**src/rtl/param_load_counter.sv**
```systemverilog
// Parametrised loadable up/down counter with runtime modulus, wrap/saturate
// modes, terminal-count pulse, sticky overflow flag and zero flag.
module param_load_counter #(
  parameter int              WIDTH     = 8,
  parameter logic [WIDTH-1:0] RESET_VAL = '0
) (
  input  logic             clk_i,
  input  logic             reset_n,
  input  logic             set_n,
  input  logic [WIDTH-1:0] load,
  input  logic             en,
  input  logic             up_dn,
  input  logic             sat,
  input  logic [WIDTH-1:0] lim,
  input  logic             clr_ovf,
  output logic [WIDTH-1:0] count,
  output logic             tc,
  output logic             ovf,
  output logic             zero
);

  logic [WIDTH-1:0] r_count;
  logic             r_tc;
  logic             r_ovf;

  logic             w_at_bound;
  logic [WIDTH-1:0] w_load_clamped;
  logic [WIDTH-1:0] w_next_count;
  logic             w_next_tc;
  logic             w_next_ovf;

  // Up mode uses >= so that lowering lim below the current count is treated
  // as a boundary on the very next enabled step.
  assign w_at_bound     = up_dn ? (r_count >= lim) : (r_count == '0);
  assign w_load_clamped = (load > lim) ? lim : load;

  always_comb begin
    // NOTE: every signal gets a default first so no path leaves it unassigned,
    // which would otherwise infer a latch.
    w_next_count = r_count;
    w_next_tc    = 1'b0;
    w_next_ovf   = r_ovf & ~clr_ovf;

    if (!set_n) begin
      w_next_count = w_load_clamped;
    end else if (en) begin
      if (!w_at_bound) begin
        w_next_count = up_dn ? (r_count + 1'b1) : (r_count - 1'b1);
      end else if (sat) begin
        // Pinning to lim (not holding) also clamps a count stranded above lim.
        w_next_count = up_dn ? lim : '0;
        w_next_tc    = 1'b1;
      end else begin
        w_next_count = up_dn ? '0 : lim;
        w_next_tc    = 1'b1;
        w_next_ovf   = 1'b1;
      end
    end
  end

  // NOTE: sequential state uses non-blocking assignments so every register
  // samples the pre-edge values, independent of statement order.
  always_ff @(posedge clk_i or negedge reset_n) begin
    if (!reset_n) begin
      r_count <= RESET_VAL;
      r_tc    <= 1'b0;
      r_ovf   <= 1'b0;
    end else begin
      r_count <= w_next_count;
      r_tc    <= w_next_tc;
      r_ovf   <= w_next_ovf;
    end
  end

  assign count = r_count;
  assign tc    = r_tc;
  assign ovf   = r_ovf;
  assign zero  = (r_count == '0);

endmodule

```
**config.mk**
```make
export PLATFORM = sky130hd
export DESIGN_NAME = param_load_counter
export DESIGN_NICKNAME = d
export VERILOG_FILES = /design/src/rtl/param_load_counter.sv
export SDC_FILE = /design/constraint.sdc
export NUM_CORES = 1
export LEC_CHECK = 0
export ABC_AREA = 1
export BUFFER_PORTS_ARGS = -buffer_cell sky130_fd_sc_hd__buf_4
export CAP_MARGIN = 25
export CORE_MARGIN = 2
export CORE_UTILIZATION = 40
export CTS_CLUSTER_DIAMETER = 60
export DETAILED_ROUTE_END_ITERATION = 16
export GPL_TIMING_DRIVEN = 0
export SYNTH_ARGS = -nofsm -noshare
export SYNTH_HDL_FRONTEND = slang
export SYNTH_SLANG_ARGS = --single-unit
```
**constraint.sdc**
```tcl
create_clock -name clk_i -period 1.6 [get_ports clk_i]
set_input_delay 0.08 -clock clk_i [delete_from_list [all_inputs] [get_ports clk_i]]
set_output_delay 0.08 -clock clk_i [all_outputs]
set_load 0.005 [all_outputs]
```
## Word level (Yosys, flattened, before mapping)

Index checks and enable logic that the tools add are counted.

| storage, ports and cells | value |
|---|---|
| register bits | 10 |
| input bits | 23 |
| output and inout bits | 11 |
| word-level logic and storage cells | 27 |

| operators by class | value |
|---|---|
| add/subtract/negate cells | 2 |
| magnitude comparators | 2 |
| equal/unequal tests | 1 |
| multiplexer cells | 16 |
| bitwise gates (word level) | 2 |
| reduce and logical (&&, ||, !) cells | 1 |

Operator list:

| kind | count |
|---|---|
| $mux 8 | 8 |
| $add 8x1->8 const B | 1 |
| $ge 8x8->1 | 1 |
| $gt 8x8->1 | 1 |
| $logic_not 8->1 | 1 |
| $mux 1 | 8 |
| $sub 8x1->8 const B | 1 |
| $ne 2x1->1 const B | 1 |
| $and 1x1->1 | 1 |
| $not 1->1 | 1 |

## Longest topological paths before layout

| depth | value |
|---|---|
| depth after elaboration | 6 |
| mapped depth | 14 |
| depth with buffers taken out | 14 |

## Least setup slack after synthesis

OpenSTA, ideal clock, no wires.

| path | value |
|---|---|
| path kind | reg2reg |
| start | reg r_count[0] (netlist: count[0]) |
| end | reg r_count[0] (netlist: count[0]) |
| library setup time | 0.120 ns |
| arrival | 1.456 ns |
| required time | 1.480 ns |
| path slack | 0.024 ns |
| stages on the path, launching flop included | 15 |
| buffers on the path | 0 |
| period minus slack after synthesis | 1.576 ns |
| cell sequence | dfrtp_1 > inv_1 > ha_1 > inv_1 > nand2_1 > nand2_1 > nand2_1 > nand2_1 > nand2_1 > nand2_1 > nand2_4 > nand2_4 > nand2_1 > nand3_1 > a21oi_2 |

| on the way | value |
|---|---|
| longest elaborated chain between the ends | 5 |
| elaborated cells between the ends (all ways) | 9 |
| those cells by class | 2 x add/sub; 1 x order compare; 5 x mux; 1 x reduce/logical |

Ends and longest elaborated chain:

| what | line | source |
|---|---|---|
| start: declaration | 22 | `logic [WIDTH-1:0] r_count;` |
| start signal: assignment | 69 | `r_count <= w_next_count;` |
| $sub 8x1->8 (tied with other cells) | 48 | `w_next_count = up_dn ? (r_count + 1'b1) : (r_count - 1'b1);` |
| $mux 8 or $mux 1 (tied branches) | 48, 34 |  |
| $mux 8 (*) | 47 | `if (!w_at_bound) begin` |
| $mux 8 (*) | 46 | `end else if (en) begin` |
| $mux 8 (*) | 44 | `if (!set_n) begin` |

Every way passes the cells marked *; elsewhere a longest branch is shown, timed or not. The select of a mux whose other input is x is not followed.
A chain may end at the register's enable or synchronous reset.

## Worst setup path after layout

| path | value |
|---|---|
| start | reg r_count[5] (netlist: count[5]) |
| end | reg r_count[3] (netlist: count[3]) |

| on the way | value |
|---|---|
| longest elaborated chain between the ends | 5 |
| elaborated cells between the ends (all ways) | 6 |
| those cells by class | 1 x order compare; 4 x mux; 1 x reduce/logical |

Ends and longest elaborated chain:

| what | line | source |
|---|---|---|
| $ge 8x8->1 or $logic_not 8->1 (tied branches) | 34 | `assign w_at_bound = up_dn ? (r_count >= lim) : (r_count == '0);` |
| $mux 1 (*) | 34 |  |
| $mux 8 (*) | 47 |  |
| $mux 8 (*) | 46 |  |
| $mux 8 (*) | 44 |  |

Marks and branches as above.

==> results.sh <==
export IMPL_ctsHtreeMaxLevel=1
export IMPL_clockRootBuffer="clkbuf_8"
export IMPL_start_kind="flop"
export IMPL_nNetsFinal=309
export IMPL_synth_top_area_share_pct=18.69
export IMPL_port_buffers=32
export IMPL_gp_congestion=0.8286
export IMPL_worstPathArrival_ns=1.78
export IMPL_maxCapViolCount=0
export IMPL_cts_tree="built"
export IMPL_synth_area_top_cells="ha_1 (19%), nand2_1 (18%), dfrtp_1 (17%)"
export IMPL_holdWs_ns=0.04579
export IMPL_tightestPinTransition_ns=0.6072
export IMPL_power_density_mw_per_mm2=841.6
export IMPL_drt_wl_total_um=3858
export IMPL_die_x_um=64.68
export IMPL_min_path_type="in -> reg"
export IMPL_cts_path_max_buffers=2
export IMPL_ios=34
export IMPL_dieArea_mm2=0.004183
export IMPL_maxSlewHeadroom_pct=59.23
export IMPL_initial_core_util_pct=40.84
export IMPL_yosys_top_cells_count="nand2_1 (71), nand3_1 (34), ha_1 (22)"
export IMPL_grt_start_max_net_pins=11
export IMPL_area_delta_synth_final_pct=39.17
export IMPL_vias=1500
export IMPL_async_reset_ff_share_pct=100.0
export IMPL_track_usage_pct=19.67
export IMPL_finClkSkew_ns=0.001347
export IMPL_drv_slew=0
export IMPL_violations="setup timing"
export IMPL_post_route_util_pct=56.84
export IMPL_drt_initial_drc_count=46
export IMPL_ys_seq_elements=10
export IMPL_synthesis_area_mm2=0.001473
export IMPL_wl_per_cell_um=12.45
export IMPL_yosysTopAreaCell="ha_1"
export IMPL_die_h_um=64.68
export IMPL_peakVddDrop_mv=0.3035
export IMPL_core_area_mm2=0.003606
export IMPL_leakagePower_nw=1.039
export IMPL_rsz0062_at_grt="yes"
export IMPL_via_per_inst=4.839
export IMPL_setup_viol=8
export IMPL_ant_nets=0
export IMPL_crit_fanout=6
export IMPL_endpoint_kind="flop"
export IMPL_critPathKind="reg -> reg"
export IMPL_hpwl_um=2937
export IMPL_min_period_ns=1.660
export IMPL_r2r_setup_slack_ns=-0.06
export IMPL_hold_viol=0
export IMPL_numClockSinks=10
export IMPL_dpl_cell_area_mm2=0.001773
export IMPL_synth_fp_nets=266
export IMPL_required_ns=1.72
export IMPL_numCtsBuffers=3
export IMPL_multi_input_area_mm2=0.001291
export IMPL_synth_yosys_seq_area_share_pct=16.99
export IMPL_synth_most_common_cell="nand2_1"
export IMPL_antenna_cells=0
export IMPL_regArea_um2=256.5
export IMPL_synth_cells=220
export IMPL_ys_warnings_count=0
export IMPL_yosys_cell_types_count=26
export IMPL_worstSkewPairLatency_ns=0.23
export IMPL_setup_ws_ns=-0.05996
export IMPL_grt_pass1_wl_um=6637
export IMPL_std_cell_rows=22
export IMPL_route_detailed_drc=0
export IMPL_status="complete, but fails checks"
export IMPL_grt_pass1_vias=1455
export IMPL_avgSynthCellArea_um2=6.694
export IMPL_path_clk_slew_ns=0.05
export IMPL_fillers=371
export IMPL_firstDrtPassIters=4
export IMPL_antenna_found_initial=0
export IMPL_stdcell_area_mm2=0.002049
export IMPL_grt_overflow=0
export IMPL_synth_edf_count=0
export IMPL_synth_ff_type="dfrtp_1"
export IMPL_fmax_ghz=0.6024
export IMPL_fin_crit_sh_pct=103.7
export IMPL_drive_above_1_share_pct=35.11
-- worst paths after layout --
| path | start | to | cells past startpoint |
|---|---|---|---|
| max reg2reg | count[5]$_DFFE_PN0P_ | count[3]$_DFFE_PN0P_ | 9 |
| min | sat | ovf$_DFF_PN0_ | 2 |
| max in group asynchronous | reset_n | count[3]$_DFFE_PN0P_ | 2 |
| min in group asynchronous | reset_n | tc$_DFF_PN0_ | 2 |
| max | count[5]$_DFFE_PN0P_ | count[3]$_DFFE_PN0P_ | 9 |
| min reg2reg | ovf$_DFF_PN0_ | ovf$_DFF_PN0_ | 2 |
-- worst max-delay path, stage by stage, from the launching register on --
cell and delay, ns:
dfrtp_2 0.44, ha_1 0.32, a21oi_2 0.12, nor2_1 0.07, nor2_4 0.19, nand2_8 0.11, nand2_8 0.11, nand2_2 0.05
nand3_1 0.08, a21oi_2 0.05
-- through the flow --
step                      std cells  TNS [ns]  power (W)  setup slack (ns)
after global routing            310    -1.218   0.001883           -0.1504
final                           310   -0.3800   0.001725          -0.05996
after detailed placement        300    -1.954   0.001200           -0.2233
after global placement          300    -1.876   0.001195           -0.2287
after floorplan                 220         0  0.0009437           0.02447
after CTS                       309   -0.5521   0.001635          -0.07522
-- cells by family after synthesis --
| group | synth area share, % |
|---|---|
| simple gates | 42.40 |
| fa+ha+maj | 20.05 |
| xor+xnor | 3.568 |
| compound gates | 10.11 |
| buf+inv | 6.882 |
| flops | 16.99 |
-- report_power, final --
part,internal (W),switching [W]
combinational,0.000474,0.000553
clock,0.000216,0.0000977
sequential,0.000302,0.0000816
total,0.000992,0.000733
-- timing repair --
action,in CTS,in global routing
cloned,2,0
hold endpoints to repair,10,0
endpoints found under the setup margin,10,10
resized for setup,17,18
pin swaps,3,14
buffers inserted,2,1
hold buffers,1,0
-- cell type report --
cell class	count	share of cell area, %
timing repair buffer	36	13.92
buffer	2	0.7326
multi-input combinational	187	63.00
sequential	10	12.52
tap	48	2.930
clock buffer	4	2.686
inverter	23	4.212
-- layout by cell type (no fill, tap or decap) --
cell type / n
nand2_1: 61
buf_4: 34
nand3_1: 31
inv_1: 19
nor2_1: 19
ha_1: 18
nand2_2: 10
a21oi_2: 9
a21oi_1: 7
nand3_2: 5
dfrtp_2: 5
dfrtp_1: 5
inv_2: 4
xnor2_1: 4
ha_4: 4
clkbuf_8: 4
nand2_4: 3
nand2_8: 3
nor2_4: 2
buf_6: 1
nor2_2: 1
o21ai_4: 1
o31ai_2: 1
a21o_1: 1
nand4_4: 1
or2_2: 1
buf_1: 1
o21a_1: 1
xor2_1: 1
xnor2_2: 1
nand3b_1: 1
fa_2: 1
dlygate4sd3_1: 1
buf_12: 1
-- layer usage --
layer	wire length (um)	part of all wire (%)	track usage, %	up-vias
li1	-	-	-	810
met1	1845	48	26.69	658
met2	1890	49	34.64	29
met3	105	2.7	0.6944	3
met4	16	0.41	4.521	0
met5	0	0	0	-
-- sequential cells by signal (all words and copies together) (netlist names) --
register	cells
count	8
ovf	1
tc	1
Power figures use the tool's default switching activity.
